### src/rtl/bin_to_bcd_pkg.sv
// -----------------------------------------------------------------------------
// bin_to_bcd_pkg
// Shared definitions for the binary-to-BCD converter: default widths, FSM
// state encoding, counter width and a small helper used by the elaboration
// range check.
// -----------------------------------------------------------------------------
package bin_to_bcd_pkg;

   localparam int BIN_W_DEF  = 16;
   localparam int DIGITS_DEF = 5;

   // Iteration counter width for the default binary width.
   localparam int CNT_W_DEF  = $clog2(BIN_W_DEF + 1);

   typedef enum logic {
      IDLE  = 1'b0,
      SHIFT = 1'b1
   } state_t;

   // 10**n as a 64-bit value; used to prove every input code fits the digits.
   function automatic longint pow10(input int n);
      longint r;
      r = 1;
      for (int i = 0; i < n; i++) r = r * 10;
      return r;
   endfunction

endpackage

### src/rtl/bin_to_bcd_if.sv
// -----------------------------------------------------------------------------
// bin_to_bcd_if
// Request/result bundle of the converter.
//   start   : one-cycle conversion request (driven by master)
//   bin_in  : unsigned binary value (driven by master)
//   busy    : conversion in progress (driven by slave)
//   done    : one-cycle result-valid pulse (driven by slave)
//   bcd_out : packed BCD result, MS digit in the top nibble (driven by slave)
//   blank   : per-digit leading-zero flags (driven by slave)
// -----------------------------------------------------------------------------
interface bin_to_bcd_if #(
   parameter int BIN_W  = 16,
   parameter int DIGITS = 5
);
   logic                  start;
   logic [BIN_W-1:0]      bin_in;
   logic                  busy;
   logic                  done;
   logic [4*DIGITS-1:0]   bcd_out;
   logic [DIGITS-1:0]     blank;

   modport master (
      output start, bin_in,
      input  busy, done, bcd_out, blank
   );

   modport slave (
      input  start, bin_in,
      output busy, done, bcd_out, blank
   );
endinterface

### src/rtl/bin_to_bcd_add3.sv
// -----------------------------------------------------------------------------
// bcd_add3
// Double-dabble digit correction: adds 3 to a BCD digit that is 5 or more so
// the following left shift carries correctly into the next decimal digit.
//   i_digit : 4-bit scratch digit
//   o_digit : corrected digit (4-bit, no carry out)
// -----------------------------------------------------------------------------
module bcd_add3 (
   input  logic [3:0] i_digit,
   output logic [3:0] o_digit
);
   assign o_digit = (i_digit >= 4'd5) ? i_digit + 4'd3 : i_digit;
endmodule

### src/rtl/bin_to_bcd.sv
// -----------------------------------------------------------------------------
// bin_to_bcd
// Sequential double-dabble binary-to-BCD converter, one bit per clock.
// A start in IDLE latches bin_in; BIN_W shift iterations later the result is
// published on bcd_out/blank together with a one-cycle done pulse. Outputs
// hold the previous result while a conversion runs.
//   clk  : system clock, rising edge
//   rst  : synchronous active-high reset
//   bus  : bin_to_bcd_if slave (start, bin_in, busy, done, bcd_out, blank)
// -----------------------------------------------------------------------------
module bin_to_bcd
   import bin_to_bcd_pkg::*;
#(
   parameter int BIN_W  = BIN_W_DEF,
   parameter int DIGITS = DIGITS_DEF
) (
   input  logic           clk,
   input  logic           rst,
   bin_to_bcd_if.slave    bus
);

   localparam int                CNT_W     = $clog2(BIN_W + 1);
   localparam int                BCD_W     = 4 * DIGITS;
   localparam logic [CNT_W-1:0]  LAST_ITER = CNT_W'(BIN_W - 1);
   // All digits but digit 0 are blanked when the displayed value is zero.
   localparam logic [DIGITS-1:0] BLANK_RST = {{(DIGITS-1){1'b1}}, 1'b0};

   // Refuse to build a converter whose largest input overflows the digits.
   if (pow10(DIGITS) <= ((longint'(1) << BIN_W) - 1)) begin : g_range_err
      $error("bin_to_bcd: DIGITS too small for BIN_W");
   end

   state_t              r_state;
   logic [CNT_W-1:0]    r_cnt;
   logic [BIN_W-1:0]    r_sr;
   logic [BCD_W-1:0]    r_scratch;
   logic                r_busy;
   logic                r_done;
   logic [BCD_W-1:0]    r_bcd_out;
   logic [DIGITS-1:0]   r_blank;

   logic [BCD_W-1:0]       w_adj;
   logic [BCD_W+BIN_W-1:0] w_shift_cat;
   logic [BCD_W-1:0]       w_next_scratch;
   logic [BIN_W-1:0]       w_next_sr;
   logic [DIGITS-1:0]      w_next_blank;
   logic                   w_zero_above;

   // Per-digit +3 correction ahead of the shift.
   for (genvar g = 0; g < DIGITS; g++) begin : g_add3
      bcd_add3 u_add3 (
         .i_digit (r_scratch[4*g +: 4]),
         .o_digit (w_adj[4*g +: 4])
      );
   end

   assign w_shift_cat    = {w_adj, r_sr} << 1;
   assign w_next_scratch = w_shift_cat[BCD_W+BIN_W-1 -: BCD_W];
   assign w_next_sr      = w_shift_cat[BIN_W-1:0];

   // Leading-zero flags for the value that the final iteration produces:
   // a digit is blank when it and every more significant digit are zero.
   always_comb begin
      // NOTE: every combinational output gets a default first so no path
      // leaves it unassigned, which would infer a latch.
      w_next_blank = '0;
      w_zero_above = 1'b1;
      for (int i = DIGITS - 1; i >= 1; i--) begin
         w_zero_above    = w_zero_above & (w_next_scratch[4*i +: 4] == 4'd0);
         w_next_blank[i] = w_zero_above;
      end
   end

   // NOTE: sequential state uses non-blocking assignments so every register
   // samples pre-edge values regardless of statement order.
   always_ff @(posedge clk) begin
      if (rst) begin
         r_state   <= IDLE;
         r_cnt     <= '0;
         r_sr      <= '0;
         r_scratch <= '0;
         r_busy    <= 1'b0;
         r_done    <= 1'b0;
         r_bcd_out <= '0;
         r_blank   <= BLANK_RST;
      end else begin
         r_done <= 1'b0;
         case (r_state)
            IDLE: begin
               if (bus.start) begin
                  r_sr      <= bus.bin_in;
                  r_scratch <= '0;
                  r_cnt     <= '0;
                  r_busy    <= 1'b1;
                  r_state   <= SHIFT;
               end
            end
            SHIFT: begin
               r_scratch <= w_next_scratch;
               r_sr      <= w_next_sr;
               r_cnt     <= r_cnt + 1'b1;
               if (r_cnt == LAST_ITER) begin
                  r_bcd_out <= w_next_scratch;
                  r_blank   <= w_next_blank;
                  r_done    <= 1'b1;
                  r_busy    <= 1'b0;
                  r_state   <= IDLE;
               end
            end
            default: r_state <= IDLE;
         endcase
      end
   end

   assign bus.busy    = r_busy;
   assign bus.done    = r_done;
   assign bus.bcd_out = r_bcd_out;
   assign bus.blank   = r_blank;

endmodule

### src/flat_wrapper.sv
// flat-port wrapper written by rule: the top's interface ports become plain ports
module bin_to_bcd_flat import bin_to_bcd_pkg::*;
#(
   parameter int BIN_W  = BIN_W_DEF,
   parameter int DIGITS = DIGITS_DEF
)
  (clk, rst, bus_start, bus_bin_in, bus_busy, bus_done, bus_bcd_out, bus_blank);
  bin_to_bcd_if #(.BIN_W(BIN_W), .DIGITS(DIGITS)) bus_i ();
  input  logic clk;
  input  logic rst;
  input wire logic [$bits(bus_i.start)-1:0] bus_start;
  input wire logic [$bits(bus_i.bin_in)-1:0] bus_bin_in;
  output wire logic [$bits(bus_i.busy)-1:0] bus_busy;
  output wire logic [$bits(bus_i.done)-1:0] bus_done;
  output wire logic [$bits(bus_i.bcd_out)-1:0] bus_bcd_out;
  output wire logic [$bits(bus_i.blank)-1:0] bus_blank;
  assign bus_i.start = bus_start;
  assign bus_i.bin_in = bus_bin_in;
  assign bus_busy = bus_i.busy;
  assign bus_done = bus_i.done;
  assign bus_bcd_out = bus_i.bcd_out;
  assign bus_blank = bus_i.blank;
  bin_to_bcd #(.BIN_W(BIN_W), .DIGITS(DIGITS)) u_core (.clk(clk), .rst(rst), .bus(bus_i));
endmodule
### config.mk
export PLATFORM = sky130hd
export DESIGN_NAME = bin_to_bcd_flat
export DESIGN_NICKNAME = d
export VERILOG_FILES = /design/src/rtl/bin_to_bcd_pkg.sv /design/src/rtl/bin_to_bcd_if.sv /design/src/rtl/bin_to_bcd_add3.sv /design/src/rtl/bin_to_bcd.sv /design/src/flat_wrapper.sv
export SDC_FILE = /design/constraint.sdc
export NUM_CORES = 1
export LEC_CHECK = 0
export ABC_CLOCK_PERIOD_IN_PS = 2400
export CORE_ASPECT_RATIO = 1.2
export CORE_MARGIN = 5
export CORE_UTILIZATION = 54
export CTS_CLUSTER_SIZE = 16
export DETAILED_ROUTE_END_ITERATION = 16
export PLACE_DENSITY = 0.81
export SETUP_SLACK_MARGIN = 0.2
export SKIP_CTS_REPAIR_TIMING = 1
export SYNTH_ARGS = -nofsm -noshare
export SYNTH_HDL_FRONTEND = slang
export SYNTH_SLANG_ARGS = --single-unit
### constraint.sdc
create_clock -name clk -period 2.4 [get_ports clk]
set_input_delay 0.48 -clock clk [delete_from_list [all_inputs] [get_ports clk]]
set_output_delay 0.48 -clock clk [all_outputs]
set_load 0.02 [all_outputs]
# [Word level (Yosys, flattened, before mapping)]
# Cells that the tools add are included.
[totals] ff_bits=68 inputBits=19 output_inout_bits=27
[classes] add_sub_neg=6 order_cmp=5 eq_ne=3 muxes=18 bitwise=4 n_reduce_logical=7
[op_table] op="$pmux 20 s2" n=1
[op_table] op="$pmux 16 s2" n=1
[op_table] op="$ge 4x3->1 const B" n=5
[op_table] op="$mux 20" n=1
[op_table] op="$add 4x2->4 const B" n=4
[op_table] op="$logic_not 4->1" n=4
[op_table] op="$mux 16" n=1
[op_table] op="$mux 4" n=4
[op_table] op="$pmux 5 s2" n=1
[op_table] op="$add 5x1->5 const B" n=1
[op_table] op="$eq 5x4->1 const B" n=1
[op_table] op="$mux 1" n=5
[op_table] op="$mux 5" n=1
[op_table] op="$ne 2x2->1 const B" n=2
[op_table] op="$pmux 1 s2" n=2
[op_table] op="$reduce_and 2->1" n=2
[op_table] op="$add 3x2->3 const B" n=1
[op_table] op="$and 1x1->1" n=3
[op_table] op="$mux 3" n=1
[op_table] op="$reduce_or 2->1" n=1
[op_table] op="$not 1->1" n=1

# [Longest topological paths before layout]
# Gate-level depths: netlist of run 1.
[depth] word_depth=6 mapped_depth=7 mapped_depth_nobuf=7

# [Cells and area by module]
# A second synthesis of run 1 with hierarchy kept.
[hier_totals] hier_cells=385 hier_area_um2=3216.8
[modules_own_cells] mod="bin_to_bcd" n_inst=1 cells_per_inst=305 area_each_um2=2710.1 seq_area_each_um2=1361.3
[modules_own_cells] mod="bcd_add3" n_inst=5 cells_per_inst=16 area_each_um2=101.3 seq_area_each_um2=0.0

# [Worst setup path after synthesis of run 1]
# OpenSTA, ideal clock, no wires.
[synth_path] path_type="reg-to-reg" startpoint="register u_core.r_scratch[12]" endpoint="register u_core.r_blank[1] (netlist: u_core.bus.blank[1])" arrival_ps=1612 slack_ps=703 path_stages_with_launch=8 synth_period_minus_slack_ps=1697 path_cell_list="dfxtp_1 inv_1 ha_1 nand2b_1 a21oi_1 mux2i_1 nand4_2 o31ai_2"
[synth_between] elab_chain_len=6 word_cells_on_any_way=8
[synth_rtl] element="from (decl)" line_no="bin_to_bcd.sv:36" source="logic [BCD_W-1:0] r_scratch;"
[synth_rtl] element="from (signal assigned)" line_no="bin_to_bcd.sv:99" source="r_scratch <= w_next_scratch;"
[synth_rtl] element="$add 4x2->4 / $ge 4x3->1 (equally long branches)" line_no="bin_to_bcd_add3.sv:12" source="assign o_digit = (i_digit >= 4'd5) ? i_digit + 4'd3 : i_digit;"
[synth_rtl] element="$mux 4 (*)" line_no="bin_to_bcd_add3.sv:12"
[synth_rtl] element="$logic_not 4->1" line_no="bin_to_bcd.sv:69" source="w_zero_above = w_zero_above & (w_next_scratch[4*i +: 4] == 4'd0);"
[synth_rtl] element="$and 1x1->1 (*) (3 in a row)" line_no="bin_to_bcd.sv:69"
[synth_rtl] element="to (signal assigned)" line_no="bin_to_bcd.sv:104" source="r_blank <= w_next_blank;"
[synth_rtl] element="to (decl)" line_no="bin_to_bcd.sv:40" source="logic [DIGITS-1:0] r_blank;"
# Every way passes the cells marked *; elsewhere a longest branch is shown, timed or not.
# A chain may end at the register's enable or synchronous reset.

# [Final worst setup path of run 1]
# Ends and elaborated chain as after synthesis.

==> run_summary.xml, run 1 <==
<?xml version="1.0" encoding="UTF-8"?>
<metrics>
  <group name="run_status">
    <metric name="outcome" unit="">finished clean</metric>
  </group>
  <group name="global_routing">
    <metric name="global_route.usage.total" unit="%">18.5</metric>
    <metric name="grt_max_degree" unit="">69</metric>
    <metric name="vias_in_the_first_global_route" unit="">2624</metric>
    <metric name="grt_overflow_total" unit="">0</metric>
    <metric name="wire_length_of_the_first_global_routing_pass" unit="µm">11100</metric>
    <metric name="number_of_antenna_violations_at_the_first_check_in_global_routing" unit="">0</metric>
  </group>
  <group name="cts">
    <metric name="cts.root.buffer_cell" unit="">clkbuf_8</metric>
    <metric name="clock_path_buffers" unit="">2</metric>
    <metric name="worstSkewPairLatency" unit="ns">0.34</metric>
    <metric name="clkSinkCount" unit="">68</metric>
    <metric name="cts.clk_slew.worst_paths" unit="ns">0.07</metric>
    <metric name="h-tree-depth" unit="">3</metric>
    <metric name="cts_buffers" unit="">9</metric>
    <metric name="clock_tree_from_tritoncts" unit="">built</metric>
  </group>
  <group name="synthesis">
    <metric name="synth.top_cells.by_area" unit="">dfxtp_1, a21oi_1, mux2i_1</metric>
    <metric name="synthesized_netlist_cell_count" unit="">393</metric>
    <metric name="synth.yosys.warnings" unit="">0</metric>
    <metric name="synth.most_common_cell" unit="">dfxtp_1</metric>
    <metric name="synth_largest_area_cell" unit="">dfxtp_1</metric>
    <metric name="synth.cell_area" unit="mm²">0.00323</metric>
    <metric name="synth_top_cell_area_share" unit="%">42.1</metric>
    <metric name="dominantRegCellSynth" unit="">dfxtp_1</metric>
    <metric name="synth_edf_count" unit="">0</metric>
    <metric name="synth_cell_type_count" unit="">38</metric>
    <metric name="yosysSeqAreaShare" unit="%">42.1</metric>
    <metric name="post_synthesis_net_count" unit="">424</metric>
    <metric name="synthesis.area_per_instance" unit="µm²">8.22</metric>
    <metric name="synth_async_sr_flop_share" unit="%">0</metric>
    <metric name="synth.cells.most_frequent" unit="">dfxtp_1, a21oi_1, nor2_1, nand2_1, mux2i_1</metric>
    <metric name="synth-seq-cells" unit="">68</metric>
  </group>
  <group name="setup_path">
    <metric name="r2r_slack" unit="ns">0.42</metric>
    <metric name="critPathCaptureType" unit="">register</metric>
    <metric name="cp_data_required_time" unit="ns">2.66</metric>
    <metric name="largest_fanout_of_any_net_on_the_critical_path" unit="">6</metric>
    <metric name="setup.worst_path.class" unit="">register to register</metric>
    <metric name="critical_path.startpoint_type" unit="">register</metric>
    <metric name="cp_data_arrival_time" unit="ns">2.24</metric>
  </group>
  <group name="timing">
    <metric name="layout_worst_path_cycle_share" unit="%">82.5</metric>
    <metric name="grt_setup_unrepaired" unit="">no</metric>
    <metric name="fin_tns_setup" unit="ns">0</metric>
    <metric name="period_minus_slack" unit="ns">1.98</metric>
    <metric name="final_max_slew_viol_count" unit="">0</metric>
    <metric name="finalSetupViolations" unit="">0</metric>
    <metric name="timing.hold.ws" unit="ns">0.454</metric>
    <metric name="skew" unit="ns">0.00591</metric>
    <metric name="timing_hold_violations_final" unit="">0</metric>
    <metric name="timing.fmax" unit="MHz">505</metric>
  </group>
  <group name="placement">
    <metric name="dpl_cell_area" unit="mm²">0.00373</metric>
    <metric name="port_buffers" unit="">44</metric>
    <metric name="finalWeightedCongestion" unit="">0.799</metric>
    <metric name="place.detailed.hpwl" unit="µm">4630</metric>
  </group>
  <group name="final_layout">
    <metric name="nFillCells" unit="">469</metric>
    <metric name="post_route_cells_drive_above_1_share" unit="%">6.48</metric>
    <metric name="diodes" unit="">0</metric>
    <metric name="stdcell_area" unit="mm²">0.00392</metric>
    <metric name="syn_to_final_growth" unit="%">21.3</metric>
    <metric name="final_net_count" unit="">459</metric>
  </group>
  <group name="job">
    <metric name="cap_viol_max_count" unit="">0</metric>
  </group>
  <group name="drt">
    <metric name="routed-wl-met2" unit="µm">3520</metric>
    <metric name="route.layer.met1.wl" unit="µm">2850</metric>
    <metric name="first_pass_iters" unit="">6</metric>
    <metric name="top_layer" unit="">met4</metric>
    <metric name="detail_route.vias_per_cell" unit="">5.39</metric>
    <metric name="detailroute.via_count" unit="">2762</metric>
    <metric name="routed_wire_length_per_instance" unit="µm">13.2</metric>
    <metric name="drc" unit="">0</metric>
    <metric name="route.met3.wl" unit="µm">253</metric>
    <metric name="routed_wirelength" unit="µm">6750</metric>
    <metric name="detail-route-antenna-nets" unit="">0</metric>
    <metric name="detailedRoute.firstIterationViolations" unit="">110</metric>
  </group>
  <group name="floorplanning">
    <metric name="io_pins" unit="">46</metric>
    <metric name="floorplan.rows" unit="">30</metric>
    <metric name="die_area" unit="mm²">0.00764</metric>
    <metric name="core" unit="mm²">0.00574</metric>
    <metric name="floorplan.die.height" unit="µm">94.7</metric>
    <metric name="fp.dieW" unit="µm">80.6</metric>
    <metric name="start_util" unit="%">56.3</metric>
  </group>
  <group name="pwr">
    <metric name="peakVddDrop" unit="mV">0.380</metric>
    <metric name="cellPowerDensity" unit="mW/mm²">564</metric>
    <metric name="p_leak" unit="µW">0.00151</metric>
  </group>
  <group name="min_path">
    <metric name="timing.hold.worst.class" unit="">register to register</metric>
  </group>
</metrics>
-- layout make-up --
cell class	instances	area (µm²)	share of cell area (%)
timing repair buffer	50	518	13.2
clock inverter	1	5.00	0.128
tap	80	100	2.55
clock buffer	14	183	4.66
multi-input combinational	288	1710	43.7
sequential	68	1360	34.7
inverter	11	41.3	1.05
-- metal layers --
| layer | GRT usage (%) | vias to the layer above |
|---|---|---|
| li1 | - | 1416 |
| met1 | 19.3 | 1287 |
| met2 | 34.3 | 46 |
| met3 | 4.48 | 13 |
| met4 | 8.73 | 0 |
| met5 | 0 | - |
-- cell usage in the layout, fill, tap and decap left out, drive strengths merged, types with 3 or more instances in the layout --
master,Yosys,routed
dfxtp,68,68
a21oi,63,63
nor2,61,61
clkdlybuf4s50,0,43
nand2,35,35
mux2i,27,27
nor3b,17,17
clkbuf,13,14
ha,12,12
o21ai,12,12
inv,11,11
nand2b,10,10
nor3,10,10
a211oi,8,8
nand3,7,7
buf,13,7
xnor2,5,5
nor2b,3,3
-- state kept, by name (all words and copies together) (netlist names) --
name                count
u_core.bus.done         1
u_core.r_sr            16
u_core.r_state          1
u_core.r_cnt            5
u_core.r_scratch       20
u_core.bus.blank        4
u_core.bus.busy         1
u_core.bus.bcd_out     20
-- power by group --
group	internal (µW)	switching, µW	total, µW
Combinational	74.2	84.7	159
Clock	481	400	882
Sequential	1150	19.7	1170
-- critical path, cell delays in order (launching register included) --
cell,delay (ns)
dfxtp_1,0.38
inv_1,0.12
ha_1,0.25
nand2b_1,0.10
a21oi_1,0.35
mux2i_1,0.29
nand4_2,0.16
o31ai_2,0.25
-- per-stage QoR --
stage	cells	util [%]	power (µW)	setup WS, ns
CTS	512	68.3	2230	0.450
global route	512	68.3	2310	0.315
detailed placement	497	65.0	1350	0.492
finish	512	68.3	2210	0.420
floorplan	393	-	1300	0.703
global placement	497	65.0	1350	0.567
-- cells by family after synthesis --
group,Yosys count,synth area share (%)
and+or+nand+nor,152,22.6
AOI/OAI and AO/OA,90,15.5
DFF,68,42.1
buffers and inverters,37,4.92
muxes,28,8.71
adders and majority gates,12,4.65
xor gates and xnor gates,5,1.35
other,1,0.116
-- path summary, 6_finish.rpt --
kind                          from                     to  cells past startpoint
max           u_core.r_scratch[12]    u_core.bus.blank[1]                      7
min          u_core.bus.bcd_out[5]  u_core.bus.bcd_out[5]                      2
max reg2reg   u_core.r_scratch[12]    u_core.bus.blank[1]                      7
min reg2reg  u_core.bus.bcd_out[5]  u_core.bus.bcd_out[5]                      2
Note: power is estimated with default switching activity, not from simulation.
==> inputs of run 2 (changes only) <==
- ABC_CLOCK_PERIOD_IN_PS: 2400 -> 2070
- clock period: 2.4 -> 2.07 ns (I/O delays scaled with it)
==> run 2 against run 1 <==
Compared with the run above:
- clock-buffer cell count fell by 1
- sequential power increased by 15%
- global-route usage shrank 0.81 points
- hold slack hardly changed
- non-clock buffer count up 2
- sequential cell count unchanged
- maximum frequency is 8.7% higher
- critical endpoint is now u_core.bus.blank[2]
==> run_summary.xml, run 2 (same netlist as run 1, synthesis figures left out) <==
<?xml version="1.0" encoding="UTF-8"?>
<metrics>
  <group name="run_status">
    <metric name="outcome" unit="">finished clean</metric>
  </group>
  <group name="final_layout">
    <metric name="final_std_cells_w_o_fill" unit="">514</metric>
    <metric name="stdcell_area" unit="mm²">0.00396</metric>
    <metric name="post_route_cells_drive_above_1_share" unit="%">8.99</metric>
    <metric name="layout.cells.most_common" unit="">dfxtp_1</metric>
    <metric name="final_net_count" unit="">461</metric>
    <metric name="commonest_cells_after_routing_fill_and_taps_aside" unit="">dfxtp_1, nor2_1, a21oi_1, clkdlybuf4s50_1, nand2_1</metric>
    <metric name="diodes" unit="">0</metric>
    <metric name="nFillCells" unit="">488</metric>
    <metric name="multiInputGateArea" unit="mm²">0.00175</metric>
    <metric name="layout.core_utilization" unit="%">68.9</metric>
    <metric name="final-seq-area" unit="mm²">0.00137</metric>
    <metric name="syn_to_final_growth" unit="%">22.4</metric>
  </group>
  <group name="cts">
    <metric name="h-tree-depth" unit="">3</metric>
    <metric name="cts.clk_slew.worst_paths" unit="ns">0.07</metric>
    <metric name="worstSkewPairLatency" unit="ns">0.34</metric>
    <metric name="cts.root.buffer_cell" unit="">clkbuf_8</metric>
    <metric name="clock_tree_from_tritoncts" unit="">built</metric>
    <metric name="cts_buffers" unit="">9</metric>
    <metric name="clkSinkCount" unit="">68</metric>
    <metric name="clock_path_buffers" unit="">2</metric>
  </group>
  <group name="timing">
    <metric name="skew" unit="ns">0.00519</metric>
    <metric name="timing.hold.ws" unit="ns">0.453</metric>
    <metric name="period_minus_slack" unit="ns">1.82</metric>
    <metric name="finalSetupViolations" unit="">0</metric>
    <metric name="final_max_slew_viol_count" unit="">0</metric>
    <metric name="timing.fmax" unit="MHz">549</metric>
    <metric name="grt_setup_unrepaired" unit="">no</metric>
    <metric name="tightestPinTransition" unit="ns">0.526</metric>
    <metric name="fin_tns_setup" unit="ns">0</metric>
    <metric name="slew-limit-headroom" unit="%">64.8</metric>
    <metric name="layout_worst_path_cycle_share" unit="%">88.0</metric>
    <metric name="timing_hold_violations_final" unit="">0</metric>
  </group>
  <group name="global_routing">
    <metric name="global_route.peak_usage_layer" unit="">met2</metric>
    <metric name="vias_in_the_first_global_route" unit="">2448</metric>
    <metric name="grt_use_met2" unit="%">30.8</metric>
    <metric name="global_route.usage.total" unit="%">17.7</metric>
    <metric name="global_route.usage.met1" unit="%">19.9</metric>
    <metric name="wire_length_of_the_first_global_routing_pass" unit="µm">10500</metric>
    <metric name="grt_use_met3" unit="%">4.01</metric>
    <metric name="grt_overflow_total" unit="">0</metric>
    <metric name="grt_max_degree" unit="">69</metric>
    <metric name="number_of_antenna_violations_at_the_first_check_in_global_routing" unit="">0</metric>
  </group>
  <group name="floorplanning">
    <metric name="floorplan.rows" unit="">30</metric>
    <metric name="core" unit="mm²">0.00574</metric>
    <metric name="fp.dieW" unit="µm">80.6</metric>
    <metric name="die_area" unit="mm²">0.00764</metric>
    <metric name="start_util" unit="%">56.3</metric>
    <metric name="floorplan.die.height" unit="µm">94.7</metric>
    <metric name="io_pins" unit="">46</metric>
  </group>
  <group name="drt">
    <metric name="routed_wirelength" unit="µm">6700</metric>
    <metric name="detailedRoute.firstIterationViolations" unit="">165</metric>
    <metric name="first_pass_iters" unit="">4</metric>
    <metric name="detail-route-antenna-nets" unit="">0</metric>
    <metric name="routed_wire_length_per_instance" unit="µm">13.0</metric>
    <metric name="detail_route.vias_per_cell" unit="">5.36</metric>
    <metric name="detailroute.via_count" unit="">2754</metric>
    <metric name="drc" unit="">0</metric>
  </group>
  <group name="setup_path">
    <metric name="cpMaxStageDelayCell" unit="">dfxtp_1</metric>
    <metric name="setup.worst_path.class" unit="">register to register</metric>
    <metric name="critical_path.startpoint_type" unit="">register</metric>
    <metric name="cp_cell_sequence" unit="">inv_1, ha_4, nand2b_1, nor3b_1, and3b_2, nand4_2, o21ai_0</metric>
    <metric name="timing.critical_path.slowest_cell_delay" unit="ns">0.46</metric>
    <metric name="cp_data_arrival_time" unit="ns">2.05</metric>
    <metric name="cp_data_required_time" unit="ns">2.30</metric>
    <metric name="critPathCaptureType" unit="">register</metric>
    <metric name="largest_fanout_of_any_net_on_the_critical_path" unit="">6</metric>
    <metric name="r2r_slack" unit="ns">0.25</metric>
  </group>
  <group name="pwr">
    <metric name="peakVddDrop" unit="mV">0.511</metric>
    <metric name="p_leak" unit="µW">0.00151</metric>
    <metric name="cellPowerDensity" unit="mW/mm²">631</metric>
  </group>
  <group name="min_path">
    <metric name="timing.hold.worst.class" unit="">register to register</metric>
  </group>
  <group name="job">
    <metric name="cap_viol_max_count" unit="">0</metric>
  </group>
  <group name="placement">
    <metric name="finalWeightedCongestion" unit="">0.759</metric>
    <metric name="place.detailed.hpwl" unit="µm">4320</metric>
    <metric name="port_buffers" unit="">44</metric>
    <metric name="numPlacedInstances" unit="">499</metric>
    <metric name="dpl_cell_area" unit="mm²">0.00375</metric>
  </group>
</metrics>
## run 2: cell count changes in the layout (fill, tap and decap cells not counted), moves of 2 or more
cell,delta
a21oi_2,+4
clkbuf_8,-2
a21oi_1,-4
dfxtp_2,+2
dfxtp_1,-2
buf_4,+2
## run 2: area by class of cell
type | instances | share of cell area [%]
Sequential cell | 68 | 34.5
Inverter | 11 | 1.04
Timing Repair Buffer | 52 | 13.5
Clock buffer | 13 | 4.02
Clock inverter | 2 | 0.253
Multi-Input combinational cell | 288 | 44.2
Tap cell | 80 | 2.53
## run 2: through the flow
step / total power, µW / worst slack, ns
6_report: 2500 / 0.249
5_1_grt: 2600 / 0.123
4_1_cts: 2520 / 0.209
3_5_place_dp: 1570 / 0.246
3_3_place_gp: 1560 / 0.263
2_1_floorplan: 1500 / 0.373
## run 2: power by group
part	internal (µW)	switching [µW]
Combinational	84.2	97.8
Clock	490	470
Sequential	1330	20.8
Total	1910	588
## run 2: worst max-delay path: cells and delay by family (launching register included)
family,cells,cell delay [ns]
AOI/OAI and AO/OA,1,0.10
adders and majority gates,1,0.20
buffers and inverters,1,0.14
DFF,1,0.46
and+or+nand+nor,4,0.82
## run 2: metal layers
layer  part of all wire, %  vias to the layer above
met3                   4.2                       15
met2                    50                       56
met5                     0                        -
met1                    44                     1274
met4                   2.3                        0
li1                      -                     1409
## run 2: worst paths after layout
| kind | startpoint | to | depth (start not counted) |
|---|---|---|---|
| max | u_core.r_scratch[12] | u_core.bus.blank[2] | 7 |
| min | u_core.bus.bcd_out[9] | u_core.bus.bcd_out[9] | 2 |
| max reg2reg | u_core.r_scratch[12] | u_core.bus.blank[2] | 7 |
| min reg2reg | u_core.bus.bcd_out[9] | u_core.bus.bcd_out[9] | 2 |
==> inputs of run 3 (changes only) <==
- ABC_CLOCK_PERIOD_IN_PS: 2070 -> 2160
- CORE_UTILIZATION: 54 -> 58
- PLACE_DENSITY: 0.81 -> 0.88
- clock period: 2.07 -> 2.16 ns (I/O delays scaled with it)
==> run 3 against run 2 <==
Compared with the run above:
- via count increased by 4.8%
- sequential share of layout area decreased by 0.42 points
- critical path type unchanged
- global-route usage increased by 3.1 points
- clock power increased by 36%
- die area decreased by 6.1%
- combinational power decreased by 4%
- clock skew increased by 0.0033 ns
- critical endpoint is now u_core.bus.blank[4]
- largest power group is now the clock network
- core utilization increased by 5.6 points
- sequential cell count unchanged
- wire length increased by 9.8%
- register-to-register slack about the same
- hold slack about the same
==> run_summary.xml, run 3 (same netlist as run 1, synthesis figures left out) <==
<?xml version="1.0" encoding="UTF-8"?>
<metrics>
  <group name="run_status">
    <metric name="outcome" unit="">finished clean</metric>
  </group>
  <group name="floorplanning">
    <metric name="start_util" unit="%">60.2</metric>
    <metric name="floorplan.rows" unit="">29</metric>
    <metric name="floorplan.die.height" unit="µm">91.8</metric>
    <metric name="die_area" unit="mm²">0.00717</metric>
    <metric name="io_pins" unit="">46</metric>
    <metric name="fp.dieW" unit="µm">78.1</metric>
    <metric name="core" unit="mm²">0.00537</metric>
  </group>
  <group name="setup_path">
    <metric name="cpMaxStageDelayCell" unit="">dfxtp_1</metric>
    <metric name="critical_path.startpoint_type" unit="">register</metric>
    <metric name="critical_path_cell_count" unit="">7</metric>
    <metric name="largest_fanout_of_any_net_on_the_critical_path" unit="">6</metric>
    <metric name="r2r_slack" unit="ns">0.24</metric>
    <metric name="critPathTopFamily" unit="">simple AND/OR/NAND/NOR gates</metric>
    <metric name="worst_r2r_endpoint" unit="">u_core.bus.blank[4]</metric>
    <metric name="cp_data_arrival_time" unit="ns">2.16</metric>
    <metric name="critical_path_buf_inv_count" unit="">1</metric>
    <metric name="critPathCaptureType" unit="">register</metric>
    <metric name="cp_data_required_time" unit="ns">2.40</metric>
    <metric name="startpoint" unit="">u_core.r_scratch[12]</metric>
    <metric name="cp_cell_sequence" unit="">inv_1, ha_1, nand2b_1, nor3b_1, and3b_2, a21oi_1, o21bai_1</metric>
    <metric name="crit_end" unit="">u_core.bus.blank[4]</metric>
    <metric name="worst_r2r_path_depth" unit="">7</metric>
    <metric name="timing.critical_path.slowest_cell_delay" unit="ns">0.45</metric>
    <metric name="setup.worst_path.class" unit="">register to register</metric>
    <metric name="rr_startpoint" unit="">u_core.r_scratch[12]</metric>
  </group>
  <group name="drt">
    <metric name="detail_route.vias_per_cell" unit="">5.78</metric>
    <metric name="detailedRoute.firstIterationViolations" unit="">214</metric>
    <metric name="routed_wirelength" unit="µm">7350</metric>
    <metric name="detailroute.via_count" unit="">2885</metric>
    <metric name="drc" unit="">0</metric>
    <metric name="first_pass_iters" unit="">4</metric>
    <metric name="detail-route-antenna-nets" unit="">0</metric>
    <metric name="routed_wire_length_per_instance" unit="µm">14.7</metric>
  </group>
  <group name="pwr">
    <metric name="pwr-share-comb" unit="%">6.3</metric>
    <metric name="power_report.internal_total" unit="µW">2160</metric>
    <metric name="clockPowerShare" unit="%">46.9</metric>
    <metric name="switching_power" unit="µW">624</metric>
    <metric name="sw_frac_of_total" unit="%">22.4</metric>
    <metric name="peakVddDrop" unit="mV">0.624</metric>
    <metric name="cellPowerDensity" unit="mW/mm²">696</metric>
    <metric name="pwr-share-seq" unit="%">46.8</metric>
    <metric name="p_leak" unit="µW">0.00155</metric>
  </group>
  <group name="timing">
    <metric name="finalSetupViolations" unit="">0</metric>
    <metric name="grt_setup_unrepaired" unit="">no</metric>
    <metric name="timing_hold_violations_final" unit="">0</metric>
    <metric name="skew" unit="ns">0.00845</metric>
    <metric name="final.setup.worst_slack" unit="ns">0.240</metric>
    <metric name="layout_worst_path_cycle_share" unit="%">88.9</metric>
    <metric name="slew-limit-headroom" unit="%">61.0</metric>
    <metric name="tightestPinTransition" unit="ns">0.586</metric>
    <metric name="final_max_slew_viol_count" unit="">0</metric>
    <metric name="period_minus_slack" unit="ns">1.92</metric>
    <metric name="timing.fmax" unit="MHz">521</metric>
    <metric name="fin_tns_setup" unit="ns">0</metric>
  </group>
  <group name="final_layout">
    <metric name="nFillCells" unit="">410</metric>
    <metric name="layout.cells.most_common" unit="">dfxtp_1</metric>
    <metric name="multiInputGateArea" unit="mm²">0.00173</metric>
    <metric name="post_route_cells_drive_above_1_share" unit="%">8.70</metric>
    <metric name="final-seq-area" unit="mm²">0.00136</metric>
    <metric name="syn_to_final_growth" unit="%">23.7</metric>
    <metric name="final_net_count" unit="">463</metric>
    <metric name="diodes" unit="">0</metric>
    <metric name="commonest_cells_after_routing_fill_and_taps_aside" unit="">dfxtp_1, a21oi_1, nor2_1, clkdlybuf4s50_1, nand2_1</metric>
    <metric name="final_std_cells_w_o_fill" unit="">499</metric>
  </group>
  <group name="job">
    <metric name="cap_viol_max_count" unit="">0</metric>
  </group>
  <group name="cts">
    <metric name="clock_path_buffers" unit="">2</metric>
    <metric name="cts.root.buffer_cell" unit="">clkbuf_8</metric>
    <metric name="cts.clk_slew.worst_paths" unit="ns">0.08</metric>
    <metric name="clkSinkCount" unit="">68</metric>
    <metric name="clock_tree_from_tritoncts" unit="">built</metric>
    <metric name="worstSkewPairLatency" unit="ns">0.35</metric>
    <metric name="h-tree-depth" unit="">3</metric>
    <metric name="cts_buffers" unit="">9</metric>
  </group>
  <group name="global_routing">
    <metric name="vias_in_the_first_global_route" unit="">2687</metric>
    <metric name="grt_overflow_total" unit="">0</metric>
    <metric name="global_route.usage.total" unit="%">20.8</metric>
    <metric name="wire_length_of_the_first_global_routing_pass" unit="µm">11900</metric>
    <metric name="number_of_antenna_violations_at_the_first_check_in_global_routing" unit="">0</metric>
    <metric name="grt_max_degree" unit="">69</metric>
  </group>
  <group name="placement">
    <metric name="place_worst_setup_slack" unit="ns">0.304</metric>
    <metric name="finalWeightedCongestion" unit="">0.799</metric>
    <metric name="place.detailed.hpwl" unit="µm">4830</metric>
    <metric name="port_buffers" unit="">44</metric>
    <metric name="numPlacedInstances" unit="">483</metric>
  </group>
  <group name="min_path">
    <metric name="timing.hold.worst.class" unit="">register to register</metric>
  </group>
</metrics>
-- run 3: tightest hold or removal path, delay by kind of cell, from the launching register on --
family,cells,cell delay [ns]
flip-flops,1,0.31
AND/OR/NAND/NOR,1,0.05
AO/OA/AOI/OAI,1,0.05
-- run 3: worst min path at each step --
stage,startpoint,endpoint,slack [ns],cells past startpoint
after floorplan,u_core.r_sr[15],u_core.bus.bcd_out[0],0.44,2
after global placement,u_core.bus.bcd_out[17],u_core.bus.bcd_out[17],0.44,2
after detailed placement,u_core.bus.bcd_out[17],u_core.bus.bcd_out[17],0.45,2
after CTS,u_core.bus.bcd_out[17],u_core.bus.bcd_out[17],0.46,2
after global routing,u_core.bus.bcd_out[17],u_core.bus.bcd_out[17],0.48,2
final,u_core.bus.bcd_out[17],u_core.bus.bcd_out[17],0.45,2
-- run 3: cell type report --
type / count / area share [%]
well taps: 62 / 1.94
multi-input cells: 288 / 43.2
inverters: 11 / 1.03
flip-flops and latches: 68 / 34.1
clock buffers: 10 / 3.44
clock inverters: 6 / 2.79
repair buffers: 54 / 13.5
-- run 3: power by group through the flow --
stage / sequential [µW] / combinational, µW / clock [µW]
after floorplan: 1320 / 123 / 0
after global placement: 1330 / 169 / 0
after detailed placement: 1330 / 174 / 0
after CTS: 1300 / 176 / 1320
after global routing: 1310 / 194 / 1390
final: 1300 / 175 / 1310
-- run 3: through the flow --
step / area [µm²] / hold slack, ns / util (%) / power (µW)
after global routing: 4000 / 0.476 / 74.4 / 2890
after CTS: 3980 / 0.456 / 74.1 / 2790
after global placement: 3730 / 0.443 / 69.4 / 1500
after floorplan: 3230 / 0.445 / - / 1440
final: 4000 / 0.454 / 74.4 / 2780
after detailed placement: 3730 / 0.445 / 69.4 / 1500
-- run 3: per-layer routing --
metal	wire, µm	track usage, %
met1	2870	21.7
met3	397	5.59
met2	3890	38.1
met5	0	0
met4	189	10.3
